## src/rtl/addsub_pkg.sv

```systemverilog
// Shared definitions for the multi-byte add/subtract sequencer.
//   - state_t     : sequencer states (IDLE, RUN, DONE)
//   - BYTE_W      : width of one datapath byte fed to the 8-bit addsub unit
//   - IDX_W_DEF   : byte-index width for the default 4-byte configuration
//   - idx_width() : byte-index width for any operand size (at least 1 bit)
//   - ovf_flag()  : signed-overflow rule for add and subtract
package addsub_pkg;

    localparam int BYTE_W     = 8;
    localparam int NBYTES_DEF = 4;
    localparam int IDX_W_DEF  = $clog2(NBYTES_DEF);

    typedef enum logic [1:0] {
        IDLE = 2'd0,
        RUN  = 2'd1,
        DONE = 2'd2
    } state_t;

    // Width of the byte index; a 2-byte operand still needs one index bit.
    function automatic int idx_width(input int nbytes);
        if (nbytes > 2) begin
            idx_width = $clog2(nbytes);
        end else begin
            idx_width = 1;
        end
    endfunction

    // Signed overflow from the operand and result sign bits.
    // Add overflows when like-signed operands give a differently signed result;
    // subtract overflows when unlike-signed operands give a result whose sign
    // differs from the minuend.
    function automatic logic ovf_flag(input logic sub,
                                      input logic a_msb,
                                      input logic b_msb,
                                      input logic r_msb);
        if (sub) begin
            ovf_flag = (a_msb != b_msb) & (r_msb != a_msb);
        end else begin
            ovf_flag = (a_msb == b_msb) & (r_msb != a_msb);
        end
    endfunction

endpackage

```

## src/rtl/addsub_seq.sv

```systemverilog
// Multi-byte add/subtract sequencer around an external 8-bit addsub unit.
// Latches two NBYTES-wide operands on an accepted start, streams them to the
// addsub unit one byte per cycle (LSB first) with carry/borrow chaining, and
// assembles the wide result plus cout/zero/neg/ovf flags.
//
// Ports:
//   clk, rst_n          : clock (rising edge), asynchronous active-low reset
//   start, sub_i        : request (accepted only in IDLE) and add/sub select
//   a_i, b_i            : operands, sampled on the accepted start
//   busy, done          : busy during the byte loop, one-cycle done pulse
//   res_o, cout_o,
//   zero_o, neg_o, ovf_o: result and flags, held until the next accept
//   as_x, as_y, as_sub,
//   as_cin, as_carry    : drive to the addsub unit (all zero outside RUN)
//   as_sum, as_cout     : combinational result from the addsub unit
module addsub_seq
    import addsub_pkg::*;
#(
    parameter int NBYTES = NBYTES_DEF
) (
    input  logic                       clk,
    input  logic                       rst_n,
    input  logic                       start,
    input  logic                       sub_i,
    input  logic [NBYTES*BYTE_W-1:0]   a_i,
    input  logic [NBYTES*BYTE_W-1:0]   b_i,
    output logic                       busy,
    output logic                       done,
    output logic [NBYTES*BYTE_W-1:0]   res_o,
    output logic                       cout_o,
    output logic                       zero_o,
    output logic                       neg_o,
    output logic                       ovf_o,
    output logic [BYTE_W-1:0]          as_x,
    output logic [BYTE_W-1:0]          as_y,
    output logic                       as_sub,
    output logic                       as_cin,
    output logic                       as_carry,
    input  logic [BYTE_W-1:0]          as_sum,
    input  logic                       as_cout
);

    localparam int BW     = BYTE_W;
    localparam int W      = NBYTES * BW;
    localparam int IDX_W  = idx_width(NBYTES);
    localparam int NSLOTS = 2 ** IDX_W;
    localparam logic [IDX_W-1:0] LAST_IDX = IDX_W'(NBYTES - 1);
    localparam logic [IDX_W-1:0] IDX_ZERO = {IDX_W{1'b0}};
    localparam logic [IDX_W-1:0] IDX_ONE  = IDX_W'(1);

    state_t              state_r;
    state_t              state_next_s;
    logic [IDX_W-1:0]    idx_r;
    logic [W-1:0]        a_r;
    logic [W-1:0]        b_r;
    logic                sub_r;
    logic [W-1:0]        res_r;
    logic [W-1:0]        res_next_s;
    logic                carry_r;
    logic                busy_r;
    logic                done_r;
    logic                cout_r;
    logic                zero_r;
    logic                neg_r;
    logic                ovf_r;
    logic                last_byte_s;

    // Byte views of the latched operands; slots beyond NBYTES read as zero so
    // the index can never select an undefined byte.
    logic [BW-1:0]       a_bytes_s [NSLOTS];
    logic [BW-1:0]       b_bytes_s [NSLOTS];

    for (genvar g = 0; g < NSLOTS; g++) begin : g_bytes
        if (g < NBYTES) begin : g_real
            assign a_bytes_s[g] = a_r[g*BW +: BW];
            assign b_bytes_s[g] = b_r[g*BW +: BW];
        end else begin : g_pad
            assign a_bytes_s[g] = 8'h00;
            assign b_bytes_s[g] = 8'h00;
        end
    end

    assign last_byte_s = (idx_r == LAST_IDX);

    // State register.
    always_ff @(posedge clk or negedge rst_n) begin
        if (!rst_n) begin
            state_r <= IDLE;
        end else begin
            state_r <= state_next_s;
        end
    end

    // Next-state logic: start is only looked at in IDLE, so a request during
    // RUN or coincident with done is dropped.
    always_comb begin
        state_next_s = state_r;
        case (state_r)
            IDLE: begin
                if (start) begin
                    state_next_s = RUN;
                end else begin
                    state_next_s = IDLE;
                end
            end
            RUN: begin
                if (last_byte_s) begin
                    state_next_s = DONE;
                end else begin
                    state_next_s = RUN;
                end
            end
            DONE:    state_next_s = IDLE;
            default: state_next_s = IDLE;
        endcase
    end

    // Result with the byte currently coming back from addsub merged in; the
    // flags are taken from this so they are valid in the DONE cycle.
    always_comb begin
        res_next_s = res_r;
        for (int i = 0; i < NBYTES; i++) begin
            res_next_s[i*BW +: BW] = (idx_r == IDX_W'(i)) ? as_sum : res_r[i*BW +: BW];
        end
    end

    // Drive to the addsub unit: only active in RUN. Byte 0 runs with the
    // carry chain disabled; later bytes chain the previous carry/borrow.
    always_comb begin
        as_x     = 8'h00;
        as_y     = 8'h00;
        as_sub   = 1'b0;
        as_cin   = 1'b0;
        as_carry = 1'b0;
        if (state_r == RUN) begin
            as_x     = a_bytes_s[idx_r];
            as_y     = b_bytes_s[idx_r];
            as_sub   = sub_r;
            as_carry = (idx_r != IDX_ZERO);
            as_cin   = (idx_r != IDX_ZERO) & carry_r;
        end else begin
            as_x     = 8'h00;
            as_y     = 8'h00;
            as_sub   = 1'b0;
            as_cin   = 1'b0;
            as_carry = 1'b0;
        end
    end

    // Operand latch, byte loop and flag capture.
    always_ff @(posedge clk or negedge rst_n) begin
        if (!rst_n) begin
            a_r     <= {W{1'b0}};
            b_r     <= {W{1'b0}};
            sub_r   <= 1'b0;
            idx_r   <= IDX_ZERO;
            res_r   <= {W{1'b0}};
            carry_r <= 1'b0;
            busy_r  <= 1'b0;
            done_r  <= 1'b0;
            cout_r  <= 1'b0;
            zero_r  <= 1'b0;
            neg_r   <= 1'b0;
            ovf_r   <= 1'b0;
        end else begin
            case (state_r)
                IDLE: begin
                    done_r <= 1'b0;
                    if (start) begin
                        a_r     <= a_i;
                        b_r     <= b_i;
                        sub_r   <= sub_i;
                        idx_r   <= IDX_ZERO;
                        res_r   <= {W{1'b0}};
                        carry_r <= 1'b0;
                        busy_r  <= 1'b1;
                        cout_r  <= 1'b0;
                        zero_r  <= 1'b0;
                        neg_r   <= 1'b0;
                        ovf_r   <= 1'b0;
                    end
                end
                RUN: begin
                    res_r   <= res_next_s;
                    carry_r <= as_cout;
                    idx_r   <= idx_r + IDX_ONE;
                    if (last_byte_s) begin
                        busy_r <= 1'b0;
                        done_r <= 1'b1;
                        cout_r <= as_cout;
                        zero_r <= ~|res_next_s;
                        neg_r  <= res_next_s[W-1];
                        ovf_r  <= ovf_flag(sub_r, a_r[W-1], b_r[W-1], res_next_s[W-1]);
                    end
                end
                DONE: begin
                    done_r <= 1'b0;
                    busy_r <= 1'b0;
                end
                default: begin
                    done_r <= 1'b0;
                    busy_r <= 1'b0;
                end
            endcase
        end
    end

    assign busy   = busy_r;
    assign done   = done_r;
    assign res_o  = res_r;
    assign cout_o = cout_r;
    assign zero_o = zero_r;
    assign neg_o  = neg_r;
    assign ovf_o  = ovf_r;

endmodule
```

## config.mk

```make
export PLATFORM = sky130hd
export DESIGN_NAME = addsub_seq
export DESIGN_NICKNAME = d
export VERILOG_FILES = /design/src/rtl/addsub_pkg.sv /design/src/rtl/addsub_seq.sv
export SDC_FILE = /design/constraint.sdc
export NUM_CORES = 1
export LEC_CHECK = 0
export CELL_PAD_IN_SITES_DETAIL_PLACEMENT = 0
export CELL_PAD_IN_SITES_GLOBAL_PLACEMENT = 2
export CORE_ASPECT_RATIO = 0.8
export CORE_UTILIZATION = 34
export DETAILED_ROUTE_END_ITERATION = 10
export PLACE_DENSITY = 0.94
export SLEW_MARGIN = 20
export SYNTH_ARGS = -nofsm -noshare
export SYNTH_HDL_FRONTEND = slang
export SYNTH_SLANG_ARGS = --single-unit
```

## constraint.sdc

```tcl
create_clock -name clk -period 4.7 [get_ports clk]
set_clock_uncertainty 0.2 [all_clocks]
set_input_delay 1.175 -clock clk [delete_from_list [all_inputs] [get_ports clk]]
set_output_delay 1.175 -clock clk [all_outputs]
set_load 0.1 [all_outputs]
```

==> results.ini <==
[critical_path]
timing.rr.start=idx_r[0]
cp_num_buf_inv=1
cp_slowest_cell=nor2b_2
path_class=flip-flop to primary output
crit_family=simple AND/OR/NAND/NOR gates
critPathCaptureType=primary output
worst-path-max-fanout=20
crit_path_max_incr_delay_ns=0.75
path_cells=nor2b_2, and2_1, buf_4
cp-start-kind=flip-flop
critPathArrivalTime_ns=2.18
cp-startpoint=state_r[1]
worst_ep_required_time_ns=3.32

[routing]
ant_nets=0
wire_per_inst_microns=17.6
vias_per_cell=5.05
drt-initial-drc-count=198
drt-total-wl_mm=12.9
vias=3695
drc=7
dr.pass1.iters=9

[floorplan]
die_h_microns=112
floorplan.initialDensity_pct=35.3
rows=39
die_x_microns=139
core_area_sq_um=14400
ioPinCount=134
die-area_sq_um=15500

[status]
outcome=finished, violations left
violations=DRC

[clock_tree]
post_cts_buffers=0
cts-resized-gates=0
ctsHoldBuffers=0
cts-buffers-inserted=9
cts_tree=built
clkSinkCount=108
cts.clk_slew.worst_paths_ns=0.07
insertion_delay_ns=0.35
cts_buffer_depth=2
cts_max_level=3
cts-root-buf=clkbuf_16

[layout]
mostFrequentLayoutCells=clkdlybuf4s50_1 (113), dfrtp_1 (108), mux2_2 (50)
antenna_cells=0
fin_nets=623
fill_cells=1313
area_growth_pct=33.8
multi_input_area_sq_um=2150
final_common_cell=clkdlybuf4s50_1
drive_gt1_share_pct=20.7
seqCellArea_sq_um=2700

[sta]
relSlewSlack_pct=29.7
fin_crit_ns=3.56
hold_viol_final=0
rsz0062_at_grt=no
finalCritPeriodShare_pct=75.7
worst_pin_slew_ns=1.05
setup_viol=0
setup_ws_ns=1.14
max_freq_ghz=0.281
slew_violations=0
tns_ns=0

[logic_synthesis]
yosys_warnings=0
synth_area_sq_um=5100
synth_ff_type=dfrtp_1
synth.avg_cell_area_sq_um=12.2
synth_cell_types=32
synth_async_sr_flop_share_pct=100
synth_seq_area_share_pct=53.0
synth.net_count=500
yosys_register_bits=108
synth_enable_flop_cells=0
syn_inst=419

[placed_design]
dp_hpwl_mm=8.95
place.gp.congestion=0.754
dp_slack_ns=1.30
port_buffers=133

[global_routing]
grt_pass1_vias=3860
grt.total_usage_pct=17.9
grt_pass1_wl_mm=21.2
antenna_found_initial=0
grt_overflow=0
grt_start_max_net_pins=66

[job]
drv_cap=0

[worst_hold_path]
hold_path_class=flip-flop to flip-flop
hp-start=a_r[17]

[flip-flops by register name, summed over array words and instances, names as in the netlist, 2 cells and up]
name / cells
idx_r: 2
res_o: 32
b_r: 32
a_r: 32
state_r: 2
[metal layers]
metal / vias up / global-route usage [%] / share of wire [%]
met3: 19 / 4.95 / 5.9
met2: 100 / 28.4 / 48
met1: 1844 / 23.2 / 44
li1: 1732 / - / -
met4: 0 / 7.56 / 2.2
met5: - / 0 / 0
[synth_stat cells (2+ instances only)]
library cell | count | share of area (%)
nor2b_1 | 5 | 0.61
dfrtp_1 | 108 | 53
a22o_1 | 34 | 5.8
buf_4 | 7 | 1.0
nor3_1 | 2 | 0.20
mux2_1 | 15 | 3.3
mux4_2 | 16 | 7.1
nor2_1 | 5 | 0.37
o21ai_1 | 5 | 0.49
nor4_1 | 6 | 0.74
o31ai_1 | 3 | 0.44
nand2b_1 | 2 | 0.25
buf_2 | 7 | 0.69
nand2_1 | 38 | 2.8
clkbuf_1 | 13 | 0.96
inv_1 | 34 | 2.5
ha_1 | 4 | 0.98
o22ai_1 | 4 | 0.49
mux2_2 | 50 | 11
and2_1 | 19 | 2.3
o21ai_0 | 29 | 2.8
or4_1 | 2 | 0.29
mux2i_1 | 2 | 0.39
[kinds of logic (layout without fill, tap and decap cells)]
| group | count (synthesis) | in the layout | synth area share (%) |
|---|---|---|---|
| DFF | 108 | 108 | 53.0 |
| buffers and inverters | 62 | 190 | 5.25 |
| xor gates and xnor gates | 1 | 1 | 0.172 |
| adders and majority gates | 4 | 4 | 0.981 |
| and+or+nand+nor | 83 | 83 | 8.36 |
| muxes | 83 | 83 | 21.8 |
| AOI/OAI and AO/OA | 78 | 78 | 10.5 |
[path summary, 6_finish.rpt]
check	end	depth (start not counted)	slack (ns)
max in group asynchronous	a_r[25]	2	2.77
worst min-delay path	a_r[17]	1	0.28
worst max register to register	res_o[13]	6	2.25
min in group asynchronous	b_r[13]	1	0.66
worst max-delay path	as_y[6]	3	1.14
worst min register to register	a_r[17]	1	0.28
[metrics by stage]
step | cells | cell area (sq um) | hold slack [ns] | util (%)
2_1_floorplan | 419 | 5110 | 0.242 | -
3_3_place_gp | 715 | 6540 | 0.261 | 45.3
3_5_place_dp | 715 | 6540 | 0.271 | 45.3
4_1_cts | 731 | 6830 | 0.288 | 47.3
5_1_grt | 731 | 6830 | 0.309 | 47.3
6_report | 731 | 6830 | 0.285 | 47.3
[layout make-up]
class,count,area share (%)
clock buffers,11,3.55
clock inverters,5,0.623
inverters,34,1.87
multi-input cells,249,31.5
flip-flops and latches,108,39.6
well taps,184,3.37
repair buffers,140,19.5
Power is not shown: default switching activity piles up to over one toggle a cycle in this logic, so the estimate is an artifact.
